`config.mk`:
```
export PLATFORM = sky130hd
export DESIGN_NAME = lt24_pixel_arbiter
export DESIGN_NICKNAME = d
export VERILOG_FILES = /design/src/rtl/lt24_arb_pkg.sv /design/src/rtl/lt24_pixel_holding_reg.sv /design/src/rtl/lt24_pixel_arbiter.sv
export SDC_FILE = /design/constraint.sdc
export NUM_CORES = 1
export LEC_CHECK = 0
export ABC_CLOCK_PERIOD_IN_PS = 2400
export CORE_ASPECT_RATIO = 1.5
export CORE_MARGIN = 1
export CORE_UTILIZATION = 43
export CTS_BUF_LIST = sky130_fd_sc_hd__clkbuf_4 sky130_fd_sc_hd__clkbuf_8 sky130_fd_sc_hd__clkbuf_16
export DETAILED_ROUTE_END_ITERATION = 6
export GPL_ROUTABILITY_DRIVEN = 0
export PLACE_DENSITY = 0.85
export SLEW_MARGIN = 20
export SYNTH_ARGS = -nofsm -noshare
export SYNTH_HDL_FRONTEND = slang
export SYNTH_SLANG_ARGS = --single-unit
```
`constraint.sdc`:
```
create_clock -name clock -period 2.4 [get_ports clock]
set_clock_uncertainty 0.05 [all_clocks]
set_input_delay 0.48 -clock clock [delete_from_list [all_inputs] [get_ports clock]]
set_output_delay 0.48 -clock clock [all_outputs]
set_load 0.01 [all_outputs]
```
`src/rtl/lt24_arb_pkg.sv`:
```
// Shared types and constants for the LT24 pixel write-port arbiter.
// Holds the owner-state encoding, requester indices and display geometry.
package lt24_arb_pkg;

  typedef enum logic [1:0] {
    StIdle = 2'd0,
    StOwn0 = 2'd1,
    StOwn1 = 2'd2
  } arb_state_e;

  localparam int unsigned REQ_MAZE   = 0;
  localparam int unsigned REQ_SPRITE = 1;

  localparam int unsigned WIDTH  = 240;
  localparam int unsigned HEIGHT = 320;

  localparam int unsigned X_W   = 8;
  localparam int unsigned Y_W   = 9;
  localparam int unsigned PIX_W = 16;

  // RGB565 layout: {R[4:0], G[5:0], B[4:0]}
  localparam int unsigned RGB_R_LSB = 11;
  localparam int unsigned RGB_R_W   = 5;
  localparam int unsigned RGB_G_LSB = 5;
  localparam int unsigned RGB_G_W   = 6;
  localparam int unsigned RGB_B_LSB = 0;
  localparam int unsigned RGB_B_W   = 5;

  function automatic arb_state_e own_state(input logic req);
    return req ? StOwn1 : StOwn0;
  endfunction

endpackage

```
`src/rtl/lt24_pixel_holding_reg.sv`:
```
// One-deep registered pixel stage: loads on i_load, holds while stalled,
// and empties when the display signals ready without a new load.
module lt24_pixel_holding_reg
  import lt24_arb_pkg::*;
(
  input  logic             i_clk,
  input  logic             i_rst_n,
  input  logic             i_load,
  input  logic [X_W-1:0]   i_x,
  input  logic [Y_W-1:0]   i_y,
  input  logic [PIX_W-1:0] i_data,
  input  logic             i_ready,
  output logic             o_valid,
  output logic [X_W-1:0]   o_x,
  output logic [Y_W-1:0]   o_y,
  output logic [PIX_W-1:0] o_data
);

  logic             r_valid;
  logic [X_W-1:0]   r_x;
  logic [Y_W-1:0]   r_y;
  logic [PIX_W-1:0] r_data;

  always_ff @(posedge i_clk or negedge i_rst_n) begin
    if (!i_rst_n) begin
      r_valid <= 1'b0;
      r_x     <= '0;
      r_y     <= '0;
      r_data  <= '0;
    end else if (i_load) begin
      r_valid <= 1'b1;
      r_x     <= i_x;
      r_y     <= i_y;
      r_data  <= i_data;
    end else if (i_ready) begin
      r_valid <= 1'b0;
    end
  end

  assign o_valid = r_valid;
  assign o_x     = r_x;
  assign o_y     = r_y;
  assign o_data  = r_data;

endmodule

```
`src/rtl/lt24_pixel_arbiter.sv`:
```
// Round-robin, burst-granular arbiter between the maze and sprite renderers
// for the LT24 pixel write port, with burst cap and idle-release timeout.
module lt24_pixel_arbiter
  import lt24_arb_pkg::*;
#(
  parameter int unsigned BURST_MAX    = 16,
  parameter int unsigned IDLE_TIMEOUT = 8
) (
  input  logic                 clock,
  input  logic                 globalReset,
  input  logic [1:0]           req_valid,
  input  logic [1:0]           req_last,
  input  logic [2*X_W-1:0]     req_x,
  input  logic [2*Y_W-1:0]     req_y,
  input  logic [2*PIX_W-1:0]   req_data,
  output logic [1:0]           req_ready,
  output logic [1:0]           grant,
  output logic [X_W-1:0]       xAddr,
  output logic [Y_W-1:0]       yAddr,
  output logic [PIX_W-1:0]     pixelData,
  output logic                 pixelWrite,
  input  logic                 pixelReady
);

  localparam int unsigned BW = $clog2(BURST_MAX + 1);
  localparam int unsigned IW = $clog2(IDLE_TIMEOUT + 1);
  localparam logic [BW-1:0] BurstMax = BW'(BURST_MAX);
  localparam logic [IW-1:0] IdleMax  = IW'(IDLE_TIMEOUT);

  arb_state_e    r_state, w_state_next;
  logic          r_last, w_last_next;
  logic [BW-1:0] r_burst_cnt, w_burst_next, w_burst_inc;
  logic [IW-1:0] r_idle_cnt, w_idle_next, w_idle_inc;

  logic             w_owner;
  logic             w_other;
  logic             w_pick;
  logic             w_out_free;
  logic             w_xfer;
  logic             w_release;
  logic [X_W-1:0]   w_sel_x;
  logic [Y_W-1:0]   w_sel_y;
  logic [PIX_W-1:0] w_sel_data;

  assign w_owner    = (r_state == StOwn1);
  assign w_other    = ~w_owner;
  assign w_out_free = !pixelWrite || pixelReady;
  assign grant      = {r_state == StOwn1, r_state == StOwn0};
  assign req_ready  = grant & {2{w_out_free}};
  assign w_xfer     = |(req_valid & req_ready);

  // On a tie the requester that did not own the port last time wins.
  assign w_pick = (req_valid == 2'b11) ? ~r_last : req_valid[1];

  assign w_sel_x    = w_owner ? req_x[REQ_SPRITE*X_W +: X_W] : req_x[REQ_MAZE*X_W +: X_W];
  assign w_sel_y    = w_owner ? req_y[REQ_SPRITE*Y_W +: Y_W] : req_y[REQ_MAZE*Y_W +: Y_W];
  assign w_sel_data = w_owner ? req_data[REQ_SPRITE*PIX_W +: PIX_W]
                              : req_data[REQ_MAZE*PIX_W +: PIX_W];

  always_comb begin
    w_state_next = r_state;
    w_last_next  = r_last;
    w_burst_next = r_burst_cnt;
    w_idle_next  = r_idle_cnt;
    w_burst_inc  = r_burst_cnt;
    w_idle_inc   = r_idle_cnt;
    w_release    = 1'b0;
    unique case (r_state)
      StIdle: begin
        if (req_valid != 2'b00) begin
          w_state_next = own_state(w_pick);
          w_last_next  = w_pick;
          w_burst_next = '0;
          w_idle_next  = '0;
        end
      end
      StOwn0, StOwn1: begin
        w_burst_inc = (w_xfer && (r_burst_cnt != BurstMax)) ? r_burst_cnt + 1'b1 : r_burst_cnt;
        w_idle_inc  = req_valid[w_owner] ? '0 : r_idle_cnt + 1'b1;
        w_release   = (w_xfer && req_last[w_owner])
                   || (w_xfer && (w_burst_inc == BurstMax) && req_valid[w_other])
                   || (w_idle_inc == IdleMax);
        w_burst_next = w_burst_inc;
        w_idle_next  = w_idle_inc;
        if (w_release) begin
          w_burst_next = '0;
          w_idle_next  = '0;
          if (req_valid[w_other]) begin
            w_state_next = own_state(w_other);
            w_last_next  = w_other;
          end else begin
            w_state_next = StIdle;
          end
        end
      end
      default: w_state_next = StIdle;
    endcase
  end

  always_ff @(posedge clock or negedge globalReset) begin
    if (!globalReset) begin
      r_state     <= StIdle;
      r_last      <= 1'b1;
      r_burst_cnt <= '0;
      r_idle_cnt  <= '0;
    end else begin
      r_state     <= w_state_next;
      r_last      <= w_last_next;
      r_burst_cnt <= w_burst_next;
      r_idle_cnt  <= w_idle_next;
    end
  end

  lt24_pixel_holding_reg u_hold (
    .i_clk   (clock),
    .i_rst_n (globalReset),
    .i_load  (w_xfer),
    .i_x     (w_sel_x),
    .i_y     (w_sel_y),
    .i_data  (w_sel_data),
    .i_ready (pixelReady),
    .o_valid (pixelWrite),
    .o_x     (xAddr),
    .o_y     (yAddr),
    .o_data  (pixelData)
  );

endmodule
```
* After elaboration in Yosys (flattened, before gate mapping)
Index checks and enable logic that the tools add are counted.
** Operators by class
- Add/subtract/negate cells :: 2
- Order comparisons :: 2
- Eq/ne operators :: 9
- Muxes and demuxes :: 30
- Bitwise gates (word level) :: 4
- Reductions and logical operators :: 17
** Operators by type and width (number)
- $mux W16 :: 1
- $mux W5 :: 3
- $mux W1 :: 12
- $mux W4 :: 3
- $mux W2 :: 5
- $pmux W5 S2 :: 1
- $mux W9 :: 1
- $mux W8 :: 1
- $pmux W4 S2 :: 1
- $ne A2 B2 Y1 const B :: 3
- $reduce_bool A2 Y1 :: 3
- $add A5 B1 Y5 const B :: 1
- $eq A5 B5 Y1 const B :: 1
- $ne A5 B5 Y1 const B :: 1
- $add A4 B1 Y4 const B :: 1
- $and A2 B2 Y2 :: 2
- $eq A2 B2 Y1 const B :: 2
- $eq A4 B4 Y1 const B :: 1
- $logic_and A1 B1 Y1 :: 4
- $lt A1 B2 Y1 const B :: 2
- $pmux W2 S2 :: 1
- $reduce_and A2 Y1 :: 2
- $reduce_and A4 Y1 :: 1
- $reduce_or A2 Y1 :: 2
- other kinds (6) :: 9
** Storage, ports and cells
- Flip-flop bits (word level) :: 46

* Logic depth before layout (Yosys ltp)
Gate-level depths: netlist of run 1.
- Depth in word-level cells :: 14
- Depth in mapped cells :: 9

* Hierarchy
Synthesis of run 1 repeated with hierarchy kept, for this count alone.
** Unflattened totals
- Cell total of the unflattened synthesis :: 223
- Area, all modules :: 2782.7 sq um
** Modules (own cells, without submodules)
- lt24_pixel_holding_reg :: times used 1, cells each 73, area an instance 1413.9 sq um, seq. area each 850.8 sq um
- lt24_pixel_arbiter :: times used 1, cells each 150, area an instance 1368.8 sq um, seq. area each 301.5 sq um

* Worst setup path before layout of run 1
OpenSTA, ideal clock, no wires.
- Path kind :: reg2reg
- Start :: register r_state[0]
- End :: register r_state[0]
- Setup time :: 0.128 ns
- Arrival time :: 2.003 ns
- Required time :: 2.222 ns
- Slack :: 0.220 ns
- Cell stages (with the launch flop) :: 10
- Clock period less this slack :: 2.180 ns
- Path through :: dfrtp_1 inv_1 ha_1 buf_2 mux2i_1 nand4_1 o21a_1 buf_2 o22ai_2 mux2_1
** On the way
- Longest elaborated chain between the ends :: 13
- Elaborated cells between the ends (all ways) :: 30
- Those cells by class :: eq/ne (6); mux (12); bitwise (2); reduce/logical (10)
** RTL lines
- start, declared :: RTL line lt24_pixel_arbiter.sv:30 : arb_state_e r_state, w_state_next;
- start signal, assigned :: RTL line lt24_pixel_arbiter.sv:102 : r_state <= StIdle;
- start signal, assigned :: RTL line lt24_pixel_arbiter.sv:107 : r_state <= w_state_next;
- $eq A2 B2 Y1 (*) :: RTL line lt24_pixel_arbiter.sv:45 : assign w_owner = (r_state == StOwn1);
- named net w_owner :: RTL line lt24_pixel_arbiter.sv:35 : logic w_owner;
- $and A2 B2 Y2 :: RTL line lt24_pixel_arbiter.sv:49 : assign req_ready = grant & {2{w_out_free}};
- $and A2 B2 Y2 :: RTL line lt24_pixel_arbiter.sv:50 : assign w_xfer = |(req_valid & req_ready);
- $reduce_or A2 Y1 :: RTL line lt24_pixel_arbiter.sv:50
- $logic_and A1 B1 Y1 :: RTL line lt24_pixel_arbiter.sv:78 : w_burst_inc = (w_xfer && (r_burst_cnt != BurstMax)) ? r_burst_cnt + 1'b1 : r_burst_cnt;
- $mux W5 :: RTL line lt24_pixel_arbiter.sv:78
- $eq A5 B5 Y1 :: RTL line lt24_pixel_arbiter.sv:81 : || (w_xfer && (w_burst_inc == BurstMax) && req_valid[w_other])
- $logic_and A1 B1 Y1 (2 in series) :: RTL line lt24_pixel_arbiter.sv:81
- $logic_or A1 B1 Y1 :: RTL line lt24_pixel_arbiter.sv:81
- $logic_or A1 B1 Y1 :: RTL line lt24_pixel_arbiter.sv:82 : || (w_idle_inc == IdleMax);
- $ne A2 B2 Y1 (no line)
- $reduce_and A2 Y1 (no line)
Mark *: on every way through the listed nets, which the timed path passes. The rest lies on a longest branch. The select of a mux whose other input is x is not followed.
A chain may end at the register's enable or synchronous reset.

* Final worst setup path of run 1
- Start :: register r_state[1]
- End :: output port req_ready[0]
** On the way
- Longest elaborated chain between the ends :: 2
** RTL lines
- $eq A2 B1 Y1 :: RTL line lt24_pixel_arbiter.sv:48 : assign grant = {r_state == StOwn1, r_state == StOwn0};
- $and A2 B2 Y2 :: RTL line lt24_pixel_arbiter.sv:49
- end, declared :: RTL line lt24_pixel_arbiter.sv:16 : output logic [1:0] req_ready,
No other way between the ends.

==> flow_metrics.tcl, run 1 <==
set metrics [dict create \
    firstDrtPassIters 4 \
    postPlaceCellArea_mm2 0.00391 \
    worst_path_dominant_cell_family "buffers and inverters" \
    startpoint_type "flop" \
    peakVddDrop_mv 0.635 \
    drive_gt1_share_pct 12.1 \
    grt_util_all_layers_pct 23.3 \
    nFillCells 475 \
    path_class "flop to primary output" \
    drt_iter0_markers 96 \
    r2r_end "r_idle_cnt[0]" \
    fmax_mhz 434 \
    overflow 0 \
    core_area_mm2 0.00587 \
    drv_slew 0 \
    netlist_area_mm2 0.00266 \
    hold_viol 0 \
    clk_path_buf_depth 2 \
    synth_edf_count 0 \
    tightest_slew_ns 0.536 \
    reg2regPathDepth 7 \
    async_flop_share_pct 100 \
    cts_root_buffer "clkbuf_8" \
    rows 34 \
    critPathArrivalTime_ns 1.77 \
    hold_ws_ns 0.0926 \
    hold_class "input pin to asynchronous set/reset pin" \
    regArea_mm2 0.00115 \
    cp_num_buf_inv 3 \
    multi_input_area_mm2 0.00141 \
    setup_ws_ns 0.0968 \
    fin_crit_sh_pct 96.0 \
    drc_errors 0 \
    routedWlPerCell_um 15.2 \
    yosysUniqueCellTypes 53 \
    hpwl_um 5500 \
    slowest_delay_ns 0.53 \
    die_w_um 66.3 \
    grt_pass1_wl_um 11500 \
    power.leakage_nw 1.60 \
    critPathMaxFanout 3 \
    finalSetupViolCount 0 \
    cts_made_buffers 5 \
    cts_tree "yes" \
    rsz0062_at_grt "false" \
    clock_latency_ns 0.30 \
    ys_seq_area_share_pct 43.3 \
    clkSinkCount 46 \
    synthCells 273 \
    detail-route-antenna-nets 0 \
    crit_chain "inv_1, ha_2, buf_4, and2_1, clkdlybuf4s50_1" \
    finalCriticalPeriod_ns 2.30 \
    start_util_pct 45.4 \
    die-area_mm2 0.00652 \
    ys.flop_type "dfrtp_1" \
    relSlewSlack_pct 64.2 \
    cts_hold_repair.buffers 0 \
    synth_nets 353 \
    dr_total_vias 2457 \
    io_pins 111 \
    die_height_um 98.4 \
    reg2reg_slack_ns 0.12 \
    htree_levels 2 \
    grt_max_degree 70 \
    yosys_warnings 0 \
    via_per_inst 5.32 \
    dp.cells 453 \
    worstSetupStartpoint "r_state[1]" \
    grt_pass1_vias 2529 \
    synth_area_leaders "dfrtp_1 42%, mux2i_1 14%, a21oi_1 6.6%" \
    drt-total-wl_um 7010 \
    r2r_start "r_burst_cnt[0]" \
    nNetsFinal 469 \
    ys_ff_latch 46 \
    clk_pin_slew_ns 0.09 \
    final_cell_area_mm2 0.00403 \
    syn_avg_cell_area_um2 9.76 \
    status "completed" \
    end_kind "primary output" \
    power_density_mw_per_mm2 1070 \
    crit_required_ns 1.87 \
    synth_top_area_share_pct 42.3 \
    cp_slowest_cell "clkdlybuf4s50_1" \
    diodes 0 \
    yosys.area.top_type "dfrtp_1" \
    power_mw 4.30 \
    dp_slack_ns -0.126 \
    drv_cap 0 \
    antenna_found_initial 0 \
    io_buffers 110 \
    area_growth_pct 51.2 \
    layoutNonFillerInstCount 462 \
]
[routing by layer]
metal | wire length [µm] | global-route usage [%]
met1 | 2630 | 24.0
met2 | 3810 | 43.5
met3 | 281 | 4.21
met4 | 285 | 11.3
met5 | 0 | 0
[registers in the layout, indices dropped and copies added (netlist names)]
name / count
u_hold.o_data: 16
u_hold.o_y: 9
u_hold.o_x: 8
r_burst_cnt: 5
r_idle_cnt: 4
r_state: 2
r_last: 1
u_hold.o_valid: 1
[worst register-to-register path, delay by kind of cell (launching register included)]
family	cells	cell delay [ns]
AO/OA/AOI/OAI	4	1.11
adder cells (fa/ha/maj)	1	0.23
buffers and inverters	1	0.12
flip-flops	1	0.43
AND/OR/NAND/NOR	1	0.23
[power breakdown]
group / internal, mW / leakage (nW) / switching, mW
combinational: 1.31 / 1.02 / 1.21
sequential: 1.11 / 0.535 / 0.184
clock: 0.210 / 0.0447 / 0.276
[cell usage in the layout (no fill, tap or decap), types with 3 or more instances in the layout]
master	instances
buf_4	15
inv_1	9
nand2_1	10
o211ai_1	6
nand4_1	3
nand3b_1	4
dfrtp_1	45
mux2i_1	38
clkbuf_8	5
clkdlybuf4s50_1	109
o21ai_0	4
a21oi_1	35
ha_1	5
nand3_1	5
nor2_1	41
[through the flow]
step	setup TNS [ns]	util, %
floorplan	0	-
global placement	-0.184	66.7
detailed placement	-0.657	66.7
CTS	0	68.5
global route	0	68.6
finish	0	68.6
[what timing repair did]
action,CTS,global route
buffers inserted,0,1
pin swaps,0,0
endpoints found under the setup margin,1,2
resized for setup,2,1
hold endpoints to repair,0,0
[cells by family after synthesis]
logic type / after synthesis / share of synthesized area (%)
multiplexers: 41 / 15.6
flip-flops: 46 / 43.3
adder cells (fa/ha/maj): 7 / 3.29
buffers and inverters: 28 / 4.84
AND/OR/NAND/NOR: 84 / 15.7
AO/OA/AOI/OAI: 65 / 16.6
XOR/XNOR: 2 / 0.658
[cell usage after synthesis, types with 4 or more instances]
master / instances
nand3b_1: 4
clkbuf_1: 5
nand3_1: 5
buf_2: 10
mux2i_1: 38
a21oi_1: 35
o211ai_1: 6
o21ai_0: 4
ha_1: 7
nor2_1: 42
inv_1: 10
nand2_1: 10
dfrtp_1: 45
[worst max-delay path by stage]
stage                               end  depth (start not counted)
after floorplan              r_state[0]                          9
after global placement       r_state[0]                          6
final                      req_ready[0]                          5
after CTS                  req_ready[0]                          5
after global routing       req_ready[0]                          5
after detailed placement  r_idle_cnt[2]                          6
[area by class of cell]
type                       count  share of cell area, %
timing repair buffer         127                   31.0
tap                           72                   2.24
multi-input combinational    199                   34.9
sequential                    46                   28.6
inverter                      10                  0.932
clock inverter                 3                  0.621
clock buffer                   5                   1.71
No activity file was read; power rests on OpenSTA's default activity.
==> run 2: changes to the inputs <==
SKIP_LAST_GASP = 1   (was not set)
==> results of run 2 <==
No change in the layout: final DEF, timing and power equal those of run 1.
Among the figures that moved: number of gates resized after CTS 2 -> 1
